### config.mk
export PLATFORM = sky130hd
export DESIGN_NAME = axi_fifo_rr_arbiter
export DESIGN_NICKNAME = d
export VERILOG_FILES = /design/src/rtl/axi_fifo_rr_arbiter.sv
export SDC_FILE = /design/constraint.sdc
export NUM_CORES = 1
export LEC_CHECK = 0
export ABC_AREA = 0
export CAP_MARGIN = 20
export CORE_MARGIN = 2
export CORE_UTILIZATION = 45
export CTS_CLUSTER_SIZE = 40
export DETAILED_ROUTE_END_ITERATION = 12
export DONT_BUFFER_PORTS = 1
export GPL_ROUTABILITY_DRIVEN = 0
export REMOVE_ABC_BUFFERS = 1
export SLEW_MARGIN = 20
export SYNTH_ARGS = -nofsm -noshare
export SYNTH_HDL_FRONTEND = slang
export SYNTH_SLANG_ARGS = --single-unit
export TNS_END_PERCENT = 1
### constraint.sdc
create_clock -name aclk -period 1.5 [get_ports aclk]
set_input_delay 0.375 -clock aclk [delete_from_list [all_inputs] [get_ports aclk]]
set_output_delay 0.375 -clock aclk [all_outputs]
set_load 0.05 [all_outputs]
### src/rtl/axi_fifo_rr_arbiter.sv
// axi_fifo_rr_arbiter: round-robin arbiter sharing one AXI-stream FIFO write port between NUM_SRC sources
module axi_fifo_rr_arbiter #(
  parameter int FIFO_WIDTH = 2,
  parameter int NUM_SRC    = 4,
  parameter int MAX_BURST  = 8
) (
  input  logic                            aclk,
  input  logic                            rst,
  input  logic [NUM_SRC*8*FIFO_WIDTH-1:0] iAXI_data,
  input  logic [NUM_SRC-1:0]              iAXI_valid,
  input  logic [NUM_SRC-1:0]              iAXI_tuser,
  output logic [NUM_SRC-1:0]              iAXI_ready,
  output logic [8*FIFO_WIDTH-1:0]         oAXI_data,
  output logic                            oAXI_valid,
  output logic                            oAXI_tuser,
  input  logic                            oAXI_ready,
  input  logic [NUM_SRC-1:0]              src_en,
  output logic [$clog2(NUM_SRC)-1:0]      grant_id,
  output logic                            busy
);
  localparam int W  = 8*FIFO_WIDTH;
  localparam int IW = $clog2(NUM_SRC);
  localparam int CW = $clog2(MAX_BURST+1);
  typedef enum logic {IDLE, GRANT} state_t;
  state_t             state_q;
  logic [IW-1:0]      grant_q, last_q, pick;
  logic [CW-1:0]      cnt_q;
  logic [NUM_SRC-1:0] req;
  logic               gnt, vg, tg, beat;
  int                 j;
  assign req        = iAXI_valid & src_en;
  assign gnt        = state_q == GRANT;
  assign vg         = iAXI_valid[grant_q];
  assign tg         = iAXI_tuser[grant_q];
  assign beat       = gnt && vg && oAXI_ready;
  assign oAXI_valid = gnt && vg;
  assign oAXI_tuser = gnt && tg;
  assign oAXI_data  = gnt ? iAXI_data[grant_q*W +: W] : '0;
  assign iAXI_ready = (gnt && oAXI_ready) ? NUM_SRC'(1) << grant_q : '0;
  assign grant_id   = grant_q;
  assign busy       = gnt;
  // first requester after last_q with wrap; scanning downward lets the nearest one win
  always_comb begin
    pick = last_q;
    j = 0;
    for (int i = NUM_SRC; i >= 1; i--) begin
      j = (int'(last_q) + i) % NUM_SRC;
      if (req[IW'(j)]) pick = IW'(j);
    end
  end
  // arbitration state: grant in IDLE, count beats and release the burst in GRANT
  always_ff @(posedge aclk) begin
    if (!rst) begin
      state_q <= IDLE;
      last_q  <= IW'(NUM_SRC-1);
      grant_q <= '0;
      cnt_q   <= '0;
    end else if (!gnt) begin
      if (|req) begin
        state_q <= GRANT;
        grant_q <= pick;
        last_q  <= pick;
        cnt_q   <= '0;
      end
    end else if (!vg) begin
      state_q <= IDLE;
    end else if (beat) begin
      cnt_q <= cnt_q + 1'b1;
      if (tg || cnt_q == CW'(MAX_BURST-1)) state_q <= IDLE;
    end
  end
endmodule

==> results of run 1 <==
[state kept, by name (all words and copies together), names as in the netlist]
| signal | flops |
|---|---|
| cnt_q | 4 |
| last_q | 2 |
| busy | 1 |
| grant_id | 2 |
[cell usage in the layout (no fill, tap or decap), types with 2 or more instances in the layout]
cell,n
o21ai_1,3
buf_6,5
dfxtp_1,7
buf_4,11
buf_12,21
inv_1,2
nand3_1,3
o21bai_1,2
dfxtp_4,2
xor2_1,2
a221oi_1,2
a31oi_1,2
clkbuf_4,3
mux4_2,18
and2_4,18
and2_1,2
nor2_1,5
and3_1,2
nand2_1,13
nand2_2,2
[synthesized netlist by cell type, types with 3 or more instances]
| master | count |
|---|---|
| and2_1 | 19 |
| mux4_2 | 18 |
| nand2_1 | 14 |
| dfxtp_1 | 9 |
| nor2_1 | 6 |
| clkbuf_1 | 5 |
| and3_1 | 3 |
| buf_6 | 3 |
| nand3_1 | 3 |
| o21ai_1 | 3 |
[layout make-up]
type | count | area, sq um | area share, %
clock buffer | 4 | 26.3 | 1.47
inverter | 2 | 7.51 | 0.420
sequential | 9 | 188 | 10.5
tap | 30 | 37.5 | 2.10
multi-input combinational | 94 | 930 | 52.0
timing repair buffer | 39 | 599 | 33.5
[timing repair]
action                                  CTS  global route
buffers inserted                          2             0
gates cloned                              0             1
resized for setup                        21            10
hold buffers                              0             0
pin swaps                                13             6
endpoints found under the setup margin   27            26
[logic make-up (layout without fill, tap and decap cells)]
kind of cell / after synthesis / in the layout / share of synthesized area (%)
and+or+nand+nor: 50 / 50 / 23.7
adders and majority gates: 1 / 1 / 1.12
xor gates and xnor gates: 2 / 2 / 1.57
buffers and inverters: 12 / 45 / 6.28
AOI/OAI and AO/OA: 23 / 23 / 14.9
muxes: 18 / 18 / 36.3
DFF: 9 / 9 / 16.1
[power by group through the flow]
stage | clock network [mW] | logic [mW] | registers (mW)
final | 0.180 | 1.18 | 0.297
after global routing | 0.203 | 1.23 | 0.302
after CTS | 0.188 | 1.14 | 0.293
after detailed placement | 0 | 1.06 | 0.297
after global placement | 0 | 1.05 | 0.296
after floorplan | 0 | 0.523 | 0.387
[routing by layer]
metal,wire (um),GRT usage [%]
met1,1240,22.1
met2,2120,44.3
met3,337,4.44
met4,44,9.40
met5,0,0
[final timing paths]
kind	startpoint	end	slack (ns)	cells after the start
worst max-delay path	grant_id[0]$_SDFFE_PN0P_	oAXI_data[11]	-0.48	4
worst min-delay path	rst	last_q[1]$_SDFFE_PN1P_	0.20	1
worst max register to register	grant_id[0]$_SDFFE_PN0P_	busy$_SDFF_PN0_	-0.15	6
worst min register to register	cnt_q[1]$_SDFFE_PN0P_	cnt_q[1]$_SDFFE_PN0P_	0.51	2
==> flow_summary.yaml, run 1 <==
power_and_ir_drop:
  total_power_mw: 1.66
  power_frac_comb_pct: 71.2
  switching_share_pct: 40.4
  p_clk_share_pct: 10.9
  max-vdd-ir-drop_v: 0.000731
  p_per_area_nw_per_um2: 928
  p_sw_mw: 0.670
  power.leakage_nw: 0.706
  power.internal_mw: 0.990
  seq_power_share_pct: 17.9
cells_and_area:
  drive_gt1_share_pct: 58.1
  final_core_util_pct: 74.2
  area_delta_synth_final_pct: 60.2
  fillCellCount: 154
  fin_cells: 178
  nets: 229
  fin_area_sq_um: 1790
  num_antenna_cells: 0
die:
  start_util_pct: 46.3
  num_io_pins: 104
  die-height_um: 53.8
  die_area_sq_um: 2890
  coreArea_sq_um: 2410
  rows: 18
  die_w_um: 53.8
global_route:
  antenna_found_initial: 0
  grt_max_degree: 14
  grt_pass1_wl_um: 4640
  grt_pass1_vias: 1024
  track_usage_pct: 22.4
  grt_overflow_total: 0
cts:
  cts_buffer_depth: 2
  cts_root_buffer: "clkbuf_4"
  cts.sinks: 9
  clk_latency_ns: 0.25
  numCtsBuffers: 3
  htreeDepth: 1
  clkTransAtPathRegs_ns: 0.06
  cts_tree: "yes"
flow_run:
  cap_violations: 0
logic_synthesis:
  synthArstFlopShare_pct: 0
  yosysWarnings: 0
  yosysSeqAreaShare_pct: 16.1
  synth_top_flop_cell: "dfxtp_1"
  synth_area_leaders: "mux4_2 36%, dfxtp_1 16%, and2_1 11%"
  netlist_area_sq_um: 1120
  yosys.area.top_type: "mux4_2"
  synth_area_per_cell_sq_um: 9.70
  synth_edf_count: 0
  synth_cells: 115
  synth_top_area_share_pct: 36.3
  synth_seq_cells: 9
  yosysUniqueCellTypes: 35
timing:
  fin_setup_tns_ns: -8.94
  setup_violations: 23
  fin_skew_ns: 0.00431
  setup_slack_ns: -0.484
  period_share_pct: 132
  min_period_ns: 1.98
  grt_setup_unrepaired: "true"
  final_max_slew_viol_count: 0
  hold_viol: 0
  hold-worst-slack_ns: 0.201
  tightest_slew_ns: 0.333
  relSlewSlack_pct: 77.5
  fmax_mhz: 504
routing:
  drtAntennaViolNets: 0
  via_count: 1113
  first_pass_iters: 5
  wire_per_inst_um: 21.0
  drt-initial-drc-count: 22
  routed_wl_um: 3740
  via_per_inst: 6.25
  drc: 0
setup_path:
  worst_ep_arrival_time_ns: 1.61
  cp.required_ns: 1.12
  critPathMaxFanout: 6
  critPathKind: "reg2out"
  cp-end-kind: "output port"
  worst-path-buf-inv: 2
  critPathTopFamily: "multiplexers"
  slowest_stage: "mux4_2"
  cp_cell_sequence: "buf_12 -> mux4_2 -> and2_4 -> buf_12"
  path_common_cell: "buf_12"
  start_kind: "flip-flop"
  critical_path.max_stage_delay_ns: 0.51
min_path:
  hold_class: "in2reg"
run_status:
  violations: "negative setup slack"
  status: "complete, but fails checks"
placement:
  dp_hpwl_um: 2980
  io_buffers: 0
  place_inst: 171
  placed_cell_area_sq_um: 1630
  place_ws_ns: -0.297
Note: power is estimated with default switching activity, not from simulation.
==> inputs of run 2 (changes only) <==
GPL_TIMING_DRIVEN = 0   (was not set)
==> run 2 against run 1 <==
Net effect: the run still ends with negative setup slack left; power fell by 20%; via count shrank 12%; global-route usage down 0.89 points; critical path depth fell by 2; largest cell class unchanged; worst setup slack lost 0.0049 ns.
==> flow_summary.yaml, run 2 (same netlist as run 1, synthesis figures left out) <==
cells_and_area:
  fin_area_sq_um: 1320
  nets: 199
  area_delta_synth_final_pct: 18.0
  top_register: "cnt_q"
  drive_gt1_share_pct: 50.8
  final_common_cell: "and2_4"
  fillCellCount: 221
  largest_register_ffs: 4
  num_antenna_cells: 0
  final_cell_mix: "19 x and2_4, 18 x mux4_2, 13 x nand2_1"
setup_path:
  cp-end-kind: "output port"
  critPathMaxFanout: 7
  critPathKind: "reg2out"
  start_kind: "flip-flop"
  cp.required_ns: 1.12
  slowest_stage: "mux4_2"
  critical_path.max_stage_delay_ns: 0.60
  cp_cell_sequence: "mux4_2 -> and2_4"
  worst_ep_arrival_time_ns: 1.61
timing:
  hold_viol: 0
  fin_skew_ns: 0.00676
  relSlewSlack_pct: 62.0
  tightest_slew_ns: 0.570
  min_period_ns: 1.99
  fmax_mhz: 503
  setup_violations: 25
  grt_setup_unrepaired: "true"
  setup_slack_ns: -0.489
  period_share_pct: 133
  final_max_slew_viol_count: 0
cts:
  numCtsBuffers: 3
  clkTransAtPathRegs_ns: 0.06
  cts_tree: "yes"
  cts_root_buffer: "clkbuf_4"
  cts_buffer_depth: 2
  cts.sinks: 9
  holdBufCountCts: 0
  htreeDepth: 1
  clk_latency_ns: 0.26
power_and_ir_drop:
  power_frac_comb_pct: 60.2
  switching_share_pct: 46.1
  p_per_area_nw_per_um2: 1010
  p_clk_share_pct: 14.0
  power.leakage_nw: 0.483
  max-vdd-ir-drop_v: 0.000663
  p_sw_mw: 0.612
  seq_power_share_pct: 25.9
  power.internal_mw: 0.716
run_status:
  violations: "negative setup slack"
  status: "complete, but fails checks"
placement:
  io_buffers: 0
  placed_cell_area_sq_um: 1120
  place_ws_ns: -1.08
  dp_hpwl_um: 2320
min_path:
  hold_class: "in2reg"
die:
  start_util_pct: 46.3
  num_io_pins: 104
  die-height_um: 53.8
  die_w_um: 53.8
  die_area_sq_um: 2890
  rows: 18
  coreArea_sq_um: 2410
routing:
  drtAntennaViolNets: 0
  via_count: 977
  wire_per_inst_um: 21.4
  drt-initial-drc-count: 9
  via_per_inst: 6.60
  routed_wl_um: 3160
  first_pass_iters: 4
  drc: 0
global_route:
  grt_max_degree: 15
  grt_pass1_wl_um: 4500
  grt_pass1_vias: 974
  grt_overflow_total: 0
  track_usage_pct: 21.5
  antenna_found_initial: 0
flow_run:
  cap_violations: 0
-- run 2: cell types whose count changed in the layout (fill, tap and decap cells not counted), sizes merged --
cell,change
buf,-29
clkbuf,-1
-- run 2: worst max-delay path: cells and delay by family (launching register included) --
family	cells	cell delay (ns)
mux	1	0.60
flops	1	0.49
simple gates	1	0.25
-- run 2: worst paths after layout --
path | cells past startpoint | endpoint | slack [ns] | from
worst max-delay path | 2 | oAXI_valid | -0.49 | grant_id[1]$_SDFFE_PN0P_
worst min-delay path | 1 | busy$_SDFF_PN0_ | 0.19 | oAXI_ready
worst max register to register | 5 | cnt_q[3]$_SDFFE_PN0P_ | -0.14 | grant_id[1]$_SDFFE_PN0P_
worst min register to register | 2 | cnt_q[1]$_SDFFE_PN0P_ | 0.49 | cnt_q[1]$_SDFFE_PN0P_
-- run 2: cell type report --
type	count	area (sq um)	share of cell area, %
clock buffer	4	26.3	1.99
sequential	9	191	14.5
timing repair buffer	9	98.8	7.50
inverter	2	7.51	0.570
multi-input combinational	94	956	72.6
tap	30	37.5	2.85
-- run 2: power by group through the flow --
stage          Clock [mW]  Sequential, mW  Combinational [mW]
2_1_floorplan           0           0.387               0.523
3_3_place_gp            0           0.413               0.558
3_5_place_dp            0           0.381               0.615
4_1_cts             0.197           0.343               0.790
5_1_grt             0.206           0.350               0.849
6_report            0.185           0.343               0.799
-- run 2: repair_timing --
item                                    in CTS  in global routing
hold endpoints to repair                     0                  0
gates cloned                                 1                  0
resized for setup                           52                  2
pin swaps                                    4                  1
endpoints found under the setup margin      32                 28
setup buffers                                6                  1
-- run 2: stage by stage --
stage	instances	utilization, %	TNS [ns]	total power, mW	hold slack [ns]
CTS	147	53.9	-9.83	1.33	0.181
detailed placement	136	46.4	-15.77	0.996	0.461
global route	148	54.7	-11.10	1.41	0.183
finish	148	54.7	-9.51	1.33	0.192
global placement	135	45.3	-33.86	0.971	0.454
floorplan	105	-	-28.04	0.911	0.447
-- run 2: per-layer routing --
metal	routed length, um	vias to the layer above	share of wire, %	global-route usage (%)
met4	25	0	0.79	7.69
met2	1720	58	54	40.4
met3	396	4	13	9.44
li1	-	453	-	-
met1	1020	462	32	20.3
met5	0	-	0	0
==> inputs of run 3 (changes only) <==
PLACE_DENSITY = 0.62   (was not set)
clock period = 1.6 ns   (was 1.5 ns; I/O delays follow)
==> run 3 against run 2 <==
Net effect: critical endpoint is now oAXI_tuser; cell count fell by 0.68%; first-iteration DRC count rose to 3.0 times the previous value; core utilization fell by 0.052 points; die area did not move; routed wire length rose by 3.3%; the run still ends with negative setup slack left; register-to-register slack improved by 0.10 ns; sequential power fell by 7.9%; worst setup slack improved by 0.099 ns; final area barely moved; clock skew fell by 0.0022 ns; sequential cell count did not move.
==> flow_summary.yaml, run 3 (same netlist as run 1, synthesis figures left out) <==
run_status:
  status: "complete, but fails checks"
  violations: "negative setup slack"
power_and_ir_drop:
  p_sw_mw: 0.586
  seq_power_share_pct: 25.2
  power.internal_mw: 0.666
  p_clk_share_pct: 14.3
  power.leakage_nw: 0.479
  switching_share_pct: 46.8
  max-vdd-ir-drop_v: 0.000539
  power_frac_comb_pct: 60.5
  p_per_area_nw_per_um2: 952
cells_and_area:
  num_antenna_cells: 0
  nets: 198
  largest_register_ffs: 4
  final_common_cell: "and2_4"
  drive_gt1_share_pct: 50.4
  final_cell_mix: "19 x and2_4, 18 x mux4_2, 14 x nand2_1"
  area_delta_synth_final_pct: 17.9
  fin_cells: 147
  top_register: "cnt_q"
  fillCellCount: 224
setup_path:
  worst-path-buf-inv: 1
  worstReg2RegStart: "grant_id[1]$_SDFFE_PN0P_"
  cp-end-kind: "output port"
  worst_ep_arrival_time_ns: 1.59
  critPathTopFamily: "multiplexers"
  start_kind: "flip-flop"
  cp_cell_sequence: "buf_16 -> mux4_2 -> and2_4"
  reg2regPathDepth: 5
  cp.required_ns: 1.20
  r2r-end: "cnt_q[0]$_SDFFE_PN0P_"
  critPathKind: "reg2out"
  slowest_stage: "mux4_2"
  cp-startpoint: "grant_id[0]$_SDFFE_PN0P_"
  critPathMaxFanout: 12
  critical_path.max_stage_delay_ns: 0.53
  reg2reg_setup_slack_ns: -0.04
timing:
  grt_setup_unrepaired: "true"
  setup_slack_ns: -0.390
  setup_violations: 27
  fmax_mhz: 503
  relSlewSlack_pct: 62.1
  final_max_slew_viol_count: 0
  min_period_ns: 1.99
  tightest_slew_ns: 0.569
  hold_viol: 0
  fin_setup_tns_ns: -7.20
  period_share_pct: 124
  fin_skew_ns: 0.00453
die:
  die_area_sq_um: 2890
  die_w_um: 53.8
  coreArea_sq_um: 2410
  die-height_um: 53.8
  start_util_pct: 46.3
  num_io_pins: 104
  rows: 18
routing:
  drtAntennaViolNets: 0
  via_count: 996
  first_pass_iters: 5
  routed_wl_um: 3270
  drt-initial-drc-count: 27
  via_per_inst: 6.78
  wire_per_inst_um: 22.2
  drc: 0
global_route:
  grt_overflow_total: 0
  antenna_found_initial: 0
  grt_pass1_vias: 934
  grt_pass1_wl_um: 4370
  grt_max_degree: 13
  track_usage_pct: 20.9
placement:
  io_buffers: 0
  place_ws_ns: -1.05
  place_inst: 136
  dp_hpwl_um: 2400
min_path:
  min_to: "last_q[1]$_SDFFE_PN1P_"
  holdCritStartpoint: "rst"
  hold_class: "in2reg"
  min_path_cells: 1
cts:
  clkTransAtPathRegs_ns: 0.07
  htreeDepth: 1
  cts_root_buffer: "clkbuf_4"
  holdBufCountCts: 0
  clk_latency_ns: 0.26
  cts.sinks: 9
  cts_buffer_depth: 2
  cts_tree: "yes"
  numCtsBuffers: 3
flow_run:
  cap_violations: 0
==> run 3: layout make-up <==
class	count	area, sq um	share of cell area, %
clock inverter	1	5.00	0.380
inverter	2	7.51	0.570
multi-input combinational	94	952	72.3
clock buffer	3	22.5	1.71
sequential	9	191	14.5
tap	30	37.5	2.85
timing repair buffer	8	100	7.60
==> run 3: power by group through the flow <==
| stage | logic [mW] | registers [mW] | clock network (mW) |
|---|---|---|---|
| after floorplan | 0.491 | 0.363 | 0 |
| after global placement | 0.524 | 0.389 | 0 |
| after detailed placement | 0.580 | 0.363 | 0 |
| after CTS | 0.756 | 0.316 | 0.180 |
| after global routing | 0.803 | 0.319 | 0.198 |
| final | 0.757 | 0.316 | 0.179 |
==> run 3: worst max-delay path by stage <==
stage                          endpoint  slack (ns)  cells after the start
final                        oAXI_tuser       -0.39                      3
after global routing         oAXI_tuser       -0.44                      3
after CTS                    oAXI_valid       -0.40                      2
after detailed placement  iAXI_ready[2]       -1.05                      3
after global placement    iAXI_ready[0]       -1.50                      2
after floorplan           iAXI_ready[0]       -1.17                      2
==> run 3: repair_timing <==
action,in CTS,in global routing
endpoints found under the setup margin,31,27
setup buffers,7,0
pin swaps,1,3
gates resized for setup,51,2
==> run 3: metrics by stage <==
stage / power [mW] / area [sq um] / utilization (%) / hold WS, ns
2_1_floorplan: 0.854 / 1050 / - / 0.467
3_3_place_gp: 0.913 / 1090 / 45.3 / 0.477
3_5_place_dp: 0.942 / 1130 / 46.7 / 0.481
4_1_cts: 1.25 / 1310 / 54.2 / 0.204
5_1_grt: 1.32 / 1320 / 54.6 / 0.214
6_report: 1.25 / 1320 / 54.6 / 0.205
==> run 3: routing by layer <==
| layer | up-vias | share of wire [%] | GRT usage (%) |
|---|---|---|---|
| li1 | 446 | - | - |
| met5 | - | 0 | 0 |
| met1 | 470 | 35 | 26.0 |
| met3 | 4 | 12 | 6.94 |
| met2 | 76 | 52 | 35.4 |
| met4 | 0 | 1.1 | 3.85 |
